**src/rtl/ahb_apb_bridge_mp.sv**
```systemverilog
// AHB-to-APB3 bridge for NUM_SLAVES equal-size regions above BASE_ADDR.
// Define ERR_RESP_EN to map PSLVERR and decode misses onto the two-cycle AHB ERROR response.
module ahb_apb_bridge_mp #(
  parameter int                ADDR_W      = 32,
  parameter int                DATA_W      = 32,
  parameter int                NUM_SLAVES  = 4,
  parameter logic [ADDR_W-1:0] BASE_ADDR   = 32'h8000_0000,
  parameter int                REGION_BITS = 12
) (
  input  logic                  Hclk,
  input  logic                  Hreset,
  input  logic                  Hwrite,
  input  logic                  Hreadyin,
  input  logic [1:0]            Htrans,
  input  logic [ADDR_W-1:0]     Haddr,
  input  logic [DATA_W-1:0]     Hwdata,
  output logic [DATA_W-1:0]     Hrdata,
  output logic                  Hreadyout,
  output logic                  Hresp,
  input  logic [DATA_W-1:0]     Prdata,
  input  logic                  Pready,
  input  logic                  Pslverr,
  output logic [NUM_SLAVES-1:0] Pselx,
  output logic                  Penable,
  output logic                  Pwrite,
  output logic [ADDR_W-1:0]     Paddr,
  output logic [DATA_W-1:0]     Pwdata
);

  localparam int SLOT_W = (NUM_SLAVES > 1) ? $clog2(NUM_SLAVES) : 1;
  localparam logic [ADDR_W:0] SPAN = (ADDR_W+1)'(NUM_SLAVES) << REGION_BITS;

  localparam logic [2:0] ST_IDLE   = 3'd0;
  localparam logic [2:0] ST_WWAIT  = 3'd1;
  localparam logic [2:0] ST_SETUP  = 3'd2;
  localparam logic [2:0] ST_ACCESS = 3'd3;
`ifdef ERR_RESP_EN
  localparam logic [2:0] ST_ERR1   = 3'd4;
  localparam logic [2:0] ST_ERR2   = 3'd5;
`endif

  logic [2:0]            state;
  logic [SLOT_W-1:0]     slot;
  logic [SLOT_W-1:0]     slot_dec;
  logic [NUM_SLAVES-1:0] slot_sel;
  logic [ADDR_W-1:0]     offset;
  logic                  valid;
  logic                  hit;
  logic                  sample;
  logic                  accept;

  // The region compare is done on the offset so a top region touching the end of
  // the address space still decodes correctly.
  assign valid    = Hreadyin & Htrans[1];
  assign offset   = Haddr - BASE_ADDR;
  assign hit      = (Haddr >= BASE_ADDR) && ({1'b0, offset} < SPAN);
  assign slot_dec = SLOT_W'(offset >> REGION_BITS);
  assign slot_sel = NUM_SLAVES'(1) << slot;

`ifdef ERR_RESP_EN
  assign sample = (state == ST_IDLE) || (state == ST_ERR2);
`else
  assign sample = (state == ST_IDLE);
`endif
  assign accept = sample & valid & hit;

`ifdef ERR_RESP_EN
  logic unused_inputs;
  assign unused_inputs = Htrans[0];
`else
  logic unused_inputs;
  assign unused_inputs = Htrans[0] ^ Pslverr;
`endif

  // A new address accepted in IDLE/ERR2 overrides the default return to IDLE.
  always_ff @(posedge Hclk) begin
    if (Hreset) begin
      state  <= ST_IDLE;
      slot   <= '0;
      Paddr  <= '0;
      Pwrite <= 1'b0;
      Pwdata <= '0;
      Hrdata <= '0;
    end else begin
      case (state)
        ST_WWAIT: begin
          Pwdata <= Hwdata;
          state  <= ST_SETUP;
        end
        ST_SETUP: state <= ST_ACCESS;
        ST_ACCESS: begin
          if (Pready) begin
            if (!Pwrite) Hrdata <= Prdata;
`ifdef ERR_RESP_EN
            state <= Pslverr ? ST_ERR1 : ST_IDLE;
`else
            state <= ST_IDLE;
`endif
          end
        end
`ifdef ERR_RESP_EN
        ST_ERR1: state <= ST_ERR2;
`endif
        default: state <= ST_IDLE;
      endcase

      if (accept) begin
        Paddr  <= Haddr;
        Pwrite <= Hwrite;
        slot   <= slot_dec;
        state  <= Hwrite ? ST_WWAIT : ST_SETUP;
      end
`ifdef ERR_RESP_EN
      else if (sample && valid && !hit) begin
        state <= ST_ERR1;
      end
`endif
    end
  end

  always_comb begin
    Pselx     = '0;
    Penable   = 1'b0;
    Hreadyout = 1'b0;
    Hresp     = 1'b0;
    case (state)
      ST_IDLE:   Hreadyout = 1'b1;
      ST_SETUP:  Pselx = slot_sel;
      ST_ACCESS: begin
        Pselx   = slot_sel;
        Penable = 1'b1;
      end
`ifdef ERR_RESP_EN
      ST_ERR1:   Hresp = 1'b1;
      ST_ERR2: begin
        Hreadyout = 1'b1;
        Hresp     = 1'b1;
      end
`endif
      default: ;
    endcase
  end

  always @(posedge Hclk) begin
    if (!Hreset) begin
      a_psel_onehot: assert ($onehot0(Pselx));
      a_penable_sel: assert (!Penable || (Pselx != '0));
    end
  end

endmodule

```
**config.mk**
```make
export PLATFORM = sky130hd
export DESIGN_NAME = ahb_apb_bridge_mp
export DESIGN_NICKNAME = d
export VERILOG_FILES = /design/src/rtl/ahb_apb_bridge_mp.sv
export SDC_FILE = /design/constraint.sdc
export NUM_CORES = 1
export LEC_CHECK = 0
export BUFFER_PORTS_ARGS = -buffer_cell sky130_fd_sc_hd__buf_2
export CAP_MARGIN = 25
export CORE_ASPECT_RATIO = 1.75
export CORE_MARGIN = 1
export CORE_UTILIZATION = 35
export DETAILED_ROUTE_END_ITERATION = 7
export HOLD_SLACK_MARGIN = 0.1
export PLACE_DENSITY_LB_ADDON = 0.05
export SLEW_MARGIN = 20
export SYNTH_ARGS = -nofsm -noshare
export SYNTH_HDL_FRONTEND = slang
export SYNTH_SLANG_ARGS = --single-unit
export TNS_END_PERCENT = 100
```
**constraint.sdc**
```tcl
create_clock -name Hclk -period 2.3 [get_ports Hclk]
set_input_delay 0.23 -clock Hclk [delete_from_list [all_inputs] [get_ports Hclk]]
set_output_delay 0.23 -clock Hclk [all_outputs]
set_load 0.02 [all_outputs]
```
After elaboration in Yosys (flattened, before gate mapping)
Cells that the tools add are included.
- register bits after elaboration: 102
- input bits: 104
- output and inout bits: 104
- add/sub/neg operators: 1
- order comparisons: 2
- eq/ne operators: 4
- shifts and indexed selects: 1
- multiplexer cells: 7
- bitwise gates (word level): 4
- reduce and logical (&&, ||, !) cells: 4
- operators by type and width (operator ; count):
    greater-or-equal comparator 32 bit, second input constant ; 1
    < comparator 32 x 15 -> 1 bit, second input constant ; 1
    subtractor 32 bit, second input constant ; 1
    case mux 3 bit (3 select lines) ; 1
    == test 3 x 2 -> 1 bit, second input constant ; 2
    2-to-1 mux 3 bit ; 2
    2-to-1 mux 4 bit ; 1
    << shifter 1 x 2 -> 4 bit, first input constant ; 1
    AND 1 bit ; 3
    == test 3 x 1 -> 1 bit, second input constant ; 1
    logical NOT 3 bit ; 1
    inequality test 3 bit, second input constant ; 1
    AND reduction 3 bit ; 1
    2-to-1 mux 1 bit ; 2
    2-to-1 mux 2 bit ; 1
    OR reduction 2 bit ; 1
    logical AND 1 bit ; 1
    inverter 1 bit ; 1

Longest topological paths before layout
Gate-level depths: netlist of the first run.
- word-level depth: 5
- gate-level depth with buffers: 8

Worst setup path before layout of the first run
No wires, ideal clock.
- path type: register to register
- start point: register state[0]
- end point: register Paddr[21]
- setup time: 0.115 ns
- data arrival time: 1.665 ns
- data required time: 2.185 ns
- slack: 0.520 ns
- cell stages (with the launch flop): 8
- path buffers: 1
- period minus slack after synthesis: 1.780 ns
- cell sequence: dfxtp_1 -> inv_1 -> ha_1 -> nor4b_1 -> and4bb_4 -> a21oi_2 -> clkbuf_1 -> and2_1
- longest elaborated chain between the ends: 3
- RTL lines (item ; line ; text):
    start, declared ; 42 ; logic [2:0] state;
    start signal, assigned ; 111 ; state <= Hwrite ? ST_WWAIT : ST_SETUP;
    logical NOT 3 bit ; 63 ; assign sample = (state == ST_IDLE);
    AND 1 bit (2 in a row) ; 65 ; assign accept = sample & valid & hit;
    end signal, assigned ; 108 ; Paddr <= Haddr;
    end, declared ; 26 ; output logic [ADDR_W-1:0] Paddr,
Every way passes these cells.
A chain may end at the register's enable or synchronous reset.

Worst setup path after layout of the first run
- start point: register state[0]
- end point: register Paddr[20]
Same word-level chain as after synthesis.

==> flow_metrics.env, run 1 <==
export IMPL_die_area_um2=10800
export IMPL_drt_total_wl_um=9410
export IMPL_floorplan_initialDensity=0.363
export IMPL_multiInputGateArea_um2=1440
export IMPL_dr_total_vias=3263
export IMPL_mostFrequentLayoutCell="buf_2"
export IMPL_cts_resized=0
export IMPL_setup_worst_path_end_class="register"
export IMPL_max_freq_ghz=0.485
export IMPL_clock_tree_from_tritoncts="done"
export IMPL_drt_iter0_drc=160
export IMPL_status="finished clean"
export IMPL_coreArea_um2=9970
export IMPL_timing_hold_worst_class="primary input to register"
export IMPL_cp_top_family="simple AND/OR/NAND/NOR gates"
export IMPL_seq_area_um2=1980
export IMPL_largest_net_degree_at_the_start_of_global_routing=45
export IMPL_path_buf_inv=1
export IMPL_route_detailed_wl_per_inst_um=13.2
export IMPL_worstSetupPathDepth=6
export IMPL_layout_core_utilization=0.500
export IMPL_timing_worst_slew_pin_value_ns=0.606
export IMPL_power_density_cell_area_nw_per_um2=688
export IMPL_total_clock_buffers_created_by_cts=9
export IMPL_die_h_um=136
export IMPL_grt_overflow_total=0
export IMPL_h_tree_depth=3
export IMPL_critPathKind="register to register"
export IMPL_worstRegToRegCells=6
export IMPL_die_width_um=78.9
export IMPL_number_of_buffers_between_clock_root_and_the_deepest_sink=2
export IMPL_grt_pass1_wl_um=14100
export IMPL_cp_data_required_time_ns=2.53
export IMPL_number_of_global_route_vias_before_repair=2981
export IMPL_worst_path_largest_cell_delay_ns=0.50
export IMPL_synth_nets=496
export IMPL_worst_case_headroom_to_the_max_slew_limit=0.596
export IMPL_path_clk_slew_ns=0.07
export IMPL_final_design_area_no_fill_um2=4980
export IMPL_timing_clock_skew_ns=0.00698
export IMPL_synthToLayoutAreaGrowth_pct=37.8
export IMPL_cts_post_setup_buffers_inserted=0
export IMPL_route_antenna_remaining_nets=0
export IMPL_cp_max_fo=20
export IMPL_post_place_cells=696
export IMPL_ys_seq_area_frac=0.548
export IMPL_postSynthRegisterBits=99
export IMPL_grtUsageTotal=0.170
export IMPL_post_route_drc_count=0
export IMPL_fp_row_count=48
export IMPL_layout_worst_path_cycle_share=0.896
export IMPL_layout_common_cells="buf_2 (204), dfxtp_1 (99), nand2_1 (65), a21oi_1 (50), nor2_1 (36)"
export IMPL_crit_path_cell_trace="inv_1 -> ha_1 -> nor4b_1 -> and4bb_4 -> a21oi_2 -> and2_1"
export IMPL_final_hold_viol_count=0
export IMPL_rsz_0062_raised_after_global_routing="no"
export IMPL_cts_sinks=99
export IMPL_clock_latency_late_sink_ns=0.34
export IMPL_netlist_area_um2=3620
export IMPL_synth_cells=388
export IMPL_cts_root_buf="clkbuf_16"
export IMPL_drt_pass1_iter_count=4
export IMPL_num_fill_cells=1017
export IMPL_final_period_minus_worst_setup_slack_ns=2.06
export IMPL_dpl_hpwl_um=6790
export IMPL_post_place_ws_ns=0.175
export IMPL_worst_endpoint_arrival_ns=2.29
export IMPL_slew_viol_final=0
export IMPL_setup_violation_total_in_the_final_timing_report=0
export IMPL_ctsHoldBuffers=0
export IMPL_port_buffers=204
export IMPL_placement_cell_area_um2=4670
export IMPL_worst_slack_ns=0.240
export IMPL_final_cells=711
export IMPL_drive_gt1_frac=0.403
export IMPL_viasPerCell=4.59
export IMPL_vdd_drop_max_uv=378
export IMPL_worstHoldPathCells=3
export IMPL_inserted_diodes=0
export IMPL_synthesis_area_per_instance_um2=9.32
export IMPL_count_of_cell_types_in_the_netlist=34
export IMPL_gp_routability_congestion=0.730
export IMPL_grt_antenna_before_repair=0
export IMPL_nNetsFinal=690
export IMPL_yosys_warnings=0
export IMPL_total_leakage_power_nw=2.28
export IMPL_max_cap_violations=0
export IMPL_setup_tns_final_ns=0
export IMPL_ioPinCount=208
export IMPL_category_of_the_worst_setup_path_launch_point="register"
export IMPL_cp_slowest_cell="and4bb_4"
==> stage by stage <==
step	total power, W	hold slack (ns)
after floorplan	0.00179	0.363
after global placement	0.00188	0.437
after detailed placement	0.00188	0.439
after CTS	0.00348	0.107
after global routing	0.00355	0.121
final	0.00343	0.124
==> synth_stat cells <==
library cell	count	area share
or2_2	2	0.0035
buf_2	3	0.0041
nand3b_1	1	0.0021
clkbuf_2	1	0.0014
inv_1	4	0.0041
a21oi_2	1	0.0024
clkbuf_8	2	0.0076
mux2_2	2	0.0062
nand3_1	15	0.021
o21ai_0	16	0.022
buf_12	1	0.0055
nor4b_1	1	0.0024
nand2_1	65	0.067
nor3_1	2	0.0028
or4_1	2	0.0041
conb_1	1	0.0010
a21oi_1	50	0.069
nor3b_2	1	0.0035
and4bb_4	1	0.0045
nand2b_1	1	0.0017
dfxtp_1	99	0.55
nor2b_1	1	0.0017
mux2i_1	32	0.089
and2_1	17	0.029
clkbuf_1	16	0.017
nor3b_1	1	0.0021
nor2_1	37	0.038
buf_4	2	0.0041
a311oi_2	1	0.0041
nor4_1	2	0.0035
buf_6	1	0.0031
nand4_1	1	0.0017
buf_8	2	0.0083
ha_1	4	0.014
==> kinds of logic after synthesis <==
logic type	synth area share
buffers and inverters	0.0550
other	0.00104
AO/OA/AOI/OAI	0.0979
AND/OR/NAND/NOR	0.190
multiplexers	0.0948
adder cells (fa/ha/maj)	0.0138
flip-flops	0.548
==> tightest hold or removal path: stages <==
cell and delay (ns):
buf_2 0.09, nand2_1 0.04, a21oi_1 0.05
==> power by group <==
| group | switching, W | internal (W) |
|---|---|---|
| logic | 0.0000573 | 0.0000679 |
| clock network | 0.000619 | 0.000972 |
| registers | 0.00000000107 | 0.00171 |
==> routing by layer <==
layer | vias to the layer above | share of wire | GRT usage
met5 | - | 0 | 0
met4 | 0 | 0.018 | 0.0808
met3 | 11 | 0.065 | 0.0403
met2 | 124 | 0.49 | 0.289
met1 | 1461 | 0.42 | 0.198
li1 | 1667 | - | -
==> flip-flops by register name (all words and copies together) (netlist names) <==
name,flops
Pwdata,32
Paddr,32
Hrdata,32
state,2
Pwrite,1
==> layout make-up <==
cell class              instances  area share
clock inverters                 5      0.0156
clock buffers                  10      0.0479
flip-flops and latches         99       0.398
multi-input cells             257       0.289
well taps                     125      0.0314
repair buffers                211       0.215
inverters                       4     0.00301
==> worst paths after layout <==
kind                                start  slack (ns)                      end
setup / recovery    state[0]$_SDFFE_PP0P_        0.24   Paddr[20]$_SDFFE_PP0P_
setup reg to reg    state[0]$_SDFFE_PP0P_        0.24   Paddr[20]$_SDFFE_PP0P_
hold / removal                 Prdata[12]        0.12  Hrdata[12]$_SDFFE_PP0P_
hold reg to reg   Hrdata[11]$_SDFFE_PP0P_        0.45  Hrdata[11]$_SDFFE_PP0P_
Note: power is estimated with default switching activity, not from simulation.
==> run 2: changes to the inputs <==
==> constraint.sdc (replaced) <==
create_clock -name Hclk -period 2.2 [get_ports Hclk]
set_input_delay 0.22 -clock Hclk [delete_from_list [all_inputs] [get_ports Hclk]]
set_output_delay 0.22 -clock Hclk [all_outputs]
set_load 0.02 [all_outputs]
==> flow_metrics.env, run 2 (synthesis gave the netlist of run 1 again) <==
export IMPL_dr_total_vias=3302
export IMPL_cts_post_setup_buffers_inserted=0
export IMPL_worst_case_headroom_to_the_max_slew_limit=0.583
export IMPL_inserted_diodes=0
export IMPL_clock_tree_from_tritoncts="done"
export IMPL_fp_row_count=48
export IMPL_ioPinCount=208
export IMPL_drt_total_wl_um=9240
export IMPL_largest_net_degree_at_the_start_of_global_routing=70
export IMPL_slew_viol_final=0
export IMPL_die_width_um=78.9
export IMPL_cts_root_buf="clkbuf_16"
export IMPL_status="finished clean"
export IMPL_coreArea_um2=9970
export IMPL_topRoutingLayerUsed="met4"
export IMPL_total_clock_buffers_created_by_cts=9
export IMPL_number_of_global_route_vias_before_repair=3041
export IMPL_rsz_0062_raised_after_global_routing="no"
export IMPL_route_detailed_wl_per_inst_um=13.0
export IMPL_mostFrequentLayoutCell="buf_2"
export IMPL_final_hold_viol_count=0
export IMPL_nNetsFinal=689
export IMPL_power_total_w=0.00358
export IMPL_viasPerCell=4.65
export IMPL_clock_latency_late_sink_ns=0.34
export IMPL_post_place_ws_ns=0.252
export IMPL_multiInputGateArea_um2=1440
export IMPL_drive_gt1_frac=0.402
export IMPL_number_of_buffers_between_clock_root_and_the_deepest_sink=2
export IMPL_cts_sinks=99
export IMPL_port_buffers=204
export IMPL_cp_max_fo=11
export IMPL_grt_antenna_before_repair=0
export IMPL_cts_resized=0
export IMPL_setup_violation_total_in_the_final_timing_report=0
export IMPL_worst_endpoint_arrival_ns=2.21
export IMPL_timing_worst_slew_pin_value_ns=0.625
export IMPL_vdd_drop_max_uv=402
export IMPL_worst_slack_ns=0.255
export IMPL_setup_worst_path_end_class="register"
export IMPL_die_area_um2=10800
export IMPL_h_tree_depth=3
export IMPL_setup_tns_final_ns=0
export IMPL_power_density_cell_area_nw_per_um2=715
export IMPL_timing_clock_skew_ns=0.00476
export IMPL_die_h_um=136
export IMPL_critPathKind="register to register"
export IMPL_route_antenna_remaining_nets=0
export IMPL_grt_overflow_total=0
export IMPL_total_leakage_power_nw=2.28
export IMPL_seq_area_um2=1980
export IMPL_num_fill_cells=1036
export IMPL_m1WireLength_um=3760
export IMPL_drt_iter0_drc=107
export IMPL_synthToLayoutAreaGrowth_pct=38.3
export IMPL_path_clk_slew_ns=0.07
export IMPL_timing_hold_worst_class="primary input to register"
export IMPL_final_hold_slack_ns=0.114
export IMPL_max_cap_violations=0
export IMPL_grtUsageTotal=0.168
export IMPL_drt_pass1_iter_count=4
export IMPL_grt_pass1_wl_um=14000
export IMPL_cp_data_required_time_ns=2.47
export IMPL_dr_wl_met3_um=662
export IMPL_met2_wirelength_um=4500
export IMPL_post_route_drc_count=0
export IMPL_final_period_minus_worst_setup_slack_ns=1.95
export IMPL_floorplan_initialDensity=0.363
export IMPL_gp_routability_congestion=0.731
export IMPL_max_freq_ghz=0.514
export IMPL_dpl_hpwl_um=6800
export IMPL_ctsHoldBuffers=0
export IMPL_layout_worst_path_cycle_share=0.884
export IMPL_layout_common_cells="buf_2 (204), dfxtp_1 (99), nand2_1 (65), a21oi_1 (50), nor2_1 (36)"
export IMPL_biggestRegsByFlops="Hrdata (32), Paddr (32), Pwdata (32)"
export IMPL_category_of_the_worst_setup_path_launch_point="register"
-- run 2: cell types whose count changed in the layout (fill, tap and decap cells not counted), sizes merged --
cell / before / now
buf: 211 / 210
-- run 2: critical path, cell delays in order (launching register included) --
cell and delay (ns):
dfxtp_1 0.34, inv_1 0.09, ha_1 0.17, nor4b_1 0.43, and4bb_4 0.41, buf_4 0.21, nand3_1 0.09, a21oi_1 0.15
-- run 2: where the power goes --
group / internal, W / leakage, nW / switching (W)
Combinational: 0.0000721 / 1.33 / 0.0000585
Clock: 0.00102 / 0.154 / 0.000639
Sequential: 0.00179 / 0.797 / 0.00000000114
-- run 2: per-stage QoR --
| step | std cells | instance area, um^2 | utilization |
|---|---|---|---|
| floorplan | 388 | 3620 | - |
| global placement | 695 | 4690 | 0.470 |
| detailed placement | 695 | 4690 | 0.470 |
| CTS | 710 | 5000 | 0.502 |
| global route | 710 | 5000 | 0.502 |
| finish | 710 | 5000 | 0.502 |
-- run 2: final timing paths --
check	from	end	slack, ns	cells after the start
max	state[1]$_SDFFE_PP0P_	Paddr[2]$_SDFFE_PP0P_	0.25	7
min reg2reg	Hrdata[18]$_SDFFE_PP0P_	Hrdata[18]$_SDFFE_PP0P_	0.45	2
max reg2reg	state[1]$_SDFFE_PP0P_	Paddr[2]$_SDFFE_PP0P_	0.25	7
min	Hwdata[29]	Pwdata[29]$_SDFFE_PP0N_	0.11	3
-- run 2: cell type report --
type / count / share of cell area
multi-input cells: 257 / 0.288
flip-flops and latches: 99 / 0.396
clock inverters: 5 / 0.0155
inverters: 4 / 0.00300
repair buffers: 210 / 0.218
clock buffers: 10 / 0.0478
well taps: 125 / 0.0313
-- run 2: layer usage --
layer	up-vias	GRT usage
met4	0	0.102
met1	1460	0.190
met5	-	0
met2	149	0.280
li1	1668	-
met3	25	0.0456
==> run 3: changes to the inputs <==
--- a/config.mk
+++ b/config.mk
@@ -7,7 +7,7 @@
 export LEC_CHECK = 0
 export BUFFER_PORTS_ARGS = -buffer_cell sky130_fd_sc_hd__buf_2
 export CAP_MARGIN = 25
-export CORE_ASPECT_RATIO = 1.75
+export CORE_ASPECT_RATIO = 0.8
 export CORE_MARGIN = 1
 export CORE_UTILIZATION = 35
 export DETAILED_ROUTE_END_ITERATION = 7
==> flow_metrics.env, run 3 (synthesis gave the netlist of run 1 again) <==
export IMPL_critPathKind="register to register"
export IMPL_number_of_global_route_vias_before_repair=3066
export IMPL_number_of_buffers_between_clock_root_and_the_deepest_sink=2
export IMPL_timing_hold_worst_class="primary input to register"
export IMPL_setup_worst_path_end_class="register"
export IMPL_cp_slowest_cell="and4bb_4"
export IMPL_post_route_drc_count=0
export IMPL_grt_pass1_wl_um=14500
export IMPL_num_fill_cells=987
export IMPL_viasPerCell=4.47
export IMPL_slack_of_the_worst_reg_to_reg_path_ns=0.32
export IMPL_post_place_cells=705
export IMPL_synthToLayoutAreaGrowth_pct=39.2
export IMPL_largest_net_degree_at_the_start_of_global_routing=78
export IMPL_total_clock_buffers_created_by_cts=9
export IMPL_cp_top_family="simple AND/OR/NAND/NOR gates"
export IMPL_final_period_minus_worst_setup_slack_ns=1.88
export IMPL_worst_case_headroom_to_the_max_slew_limit=0.585
export IMPL_vdd_drop_max_uv=383
export IMPL_cts_sinks=99
export IMPL_layout_common_cells="buf_2 (204), dfxtp_1 (99), nand2_1 (65), a21oi_1 (50), nor2_1 (36)"
export IMPL_die_width_um=116
export IMPL_path_buf_inv=1
export IMPL_startpoint="state[0]$_SDFFE_PP0P_"
export IMPL_grt_antenna_before_repair=0
export IMPL_drt_total_wl_um=9120
export IMPL_worstReg2RegStart="state[0]$_SDFFE_PP0P_"
export IMPL_route_antenna_remaining_nets=0
export IMPL_final_cells=721
export IMPL_grt_overflow_total=0
export IMPL_total_leakage_power_nw=2.29
export IMPL_route_detailed_wl_per_inst_um=12.6
export IMPL_timing_clock_skew_ns=0.00391
export IMPL_final_hold_viol_count=0
export IMPL_clock_latency_late_sink_ns=0.34
export IMPL_dpl_hpwl_um=6500
export IMPL_hold_start="Prdata[1]"
export IMPL_timing_worst_slew_pin_value_ns=0.623
export IMPL_clock_tree_from_tritoncts="done"
export IMPL_max_freq_ghz=0.531
export IMPL_status="finished clean"
export IMPL_cp_data_required_time_ns=2.43
export IMPL_ioPinCount=208
export IMPL_drt_iter0_drc=149
export IMPL_mostFrequentLayoutCell="buf_2"
export IMPL_final_hold_slack_ns=0.114
export IMPL_slew_viol_final=0
export IMPL_setup_violation_total_in_the_final_timing_report=0
export IMPL_port_buffers=204
export IMPL_coreArea_um2=9850
export IMPL_power_total_w=0.00369
export IMPL_gp_routability_congestion=0.700
export IMPL_cp_max_fo=20
export IMPL_biggestRegsByFlops="Hrdata (32), Paddr (32), Pwdata (32)"
export IMPL_die_h_um=92.9
export IMPL_category_of_the_worst_setup_path_launch_point="register"
export IMPL_grtUsageTotal=0.174
export IMPL_dr_total_vias=3221
export IMPL_drt_pass1_iter_count=4
export IMPL_max_cap_violations=0
export IMPL_fp_row_count=32
export IMPL_nNetsFinal=688
export IMPL_worst_endpoint_arrival_ns=2.12
export IMPL_crit_path_cell_trace="inv_1 -> ha_1 -> nor4b_2 -> and4bb_4 -> a21oi_2 -> and2_1"
export IMPL_h_tree_depth=3
export IMPL_power_density_cell_area_nw_per_um2=734
export IMPL_worst_path_largest_cell_delay_ns=0.46
export IMPL_inserted_diodes=0
export IMPL_drive_gt1_frac=0.403
export IMPL_layout_worst_path_cycle_share=0.857
export IMPL_floorplan_initialDensity=0.367
export IMPL_cts_root_buf="clkbuf_16"
export IMPL_setup_tns_final_ns=0
export IMPL_path_clk_slew_ns=0.07
export IMPL_die_area_um2=10700
export IMPL_rsz_0062_raised_after_global_routing="no"
run 3: path summary, 6_finish.rpt:
check	to	depth (start not counted)
min reg2reg	Hrdata[14]$_SDFFE_PP0P_	2
max reg2reg	Paddr[26]$_SDFFE_PP0P_	6
min	Hrdata[1]$_SDFFE_PP0P_	3
max	Paddr[26]$_SDFFE_PP0P_	6
run 3: per-stage QoR:
step	setup WS [ns]	area (um^2)	util
3_3_place_gp	0.281	4680	0.475
5_1_grt	0.110	5030	0.511
6_report	0.315	5030	0.511
4_1_cts	0.163	5030	0.510
2_1_floorplan	0.420	3620	-
3_5_place_dp	0.180	4680	0.475
run 3: final cells by class:
| cell class | instances | area (um^2) | area share |
|---|---|---|---|
| clock inverter | 3 | 67.6 | 0.0134 |
| timing repair buffer | 209 | 1070 | 0.213 |
| multi-input combinational | 257 | 1450 | 0.288 |
| sequential | 99 | 1980 | 0.394 |
| inverter | 4 | 15.0 | 0.00298 |
| clock buffer | 13 | 280 | 0.0557 |
| tap | 136 | 170 | 0.0338 |
run 3: repair_timing:
action                                  4_1_cts  5_1_grt
gates resized for setup                       0        1
hold buffers                                  0        0
buffers inserted                              0        0
endpoints found under the setup margin        0       17
run 3: per-layer routing:
layer,up-vias,part of all wire,GRT usage
met5,-,0,0
li1,1663,-,-
met1,1429,0.43,0.206
met2,120,0.45,0.276
met4,0,0.011,0.0577
met3,9,0.10,0.0812
run 3: power breakdown:
part | internal [W] | total, W | switching [W]
clock network | 0.00112 | 0.00177 | 0.000650
registers | 0.00179 | 0.00179 | 0.00000000113
logic | 0.0000725 | 0.000131 | 0.0000585
run 3: worst register-to-register path, delay by kind of cell, from the launching register on:
kind / cells / cell delay (ns)
AND/OR/NAND/NOR: 3 / 0.95
flip-flops: 1 / 0.34
AO/OA/AOI/OAI: 1 / 0.22
buffers and inverters: 1 / 0.09
adder cells (fa/ha/maj): 1 / 0.19
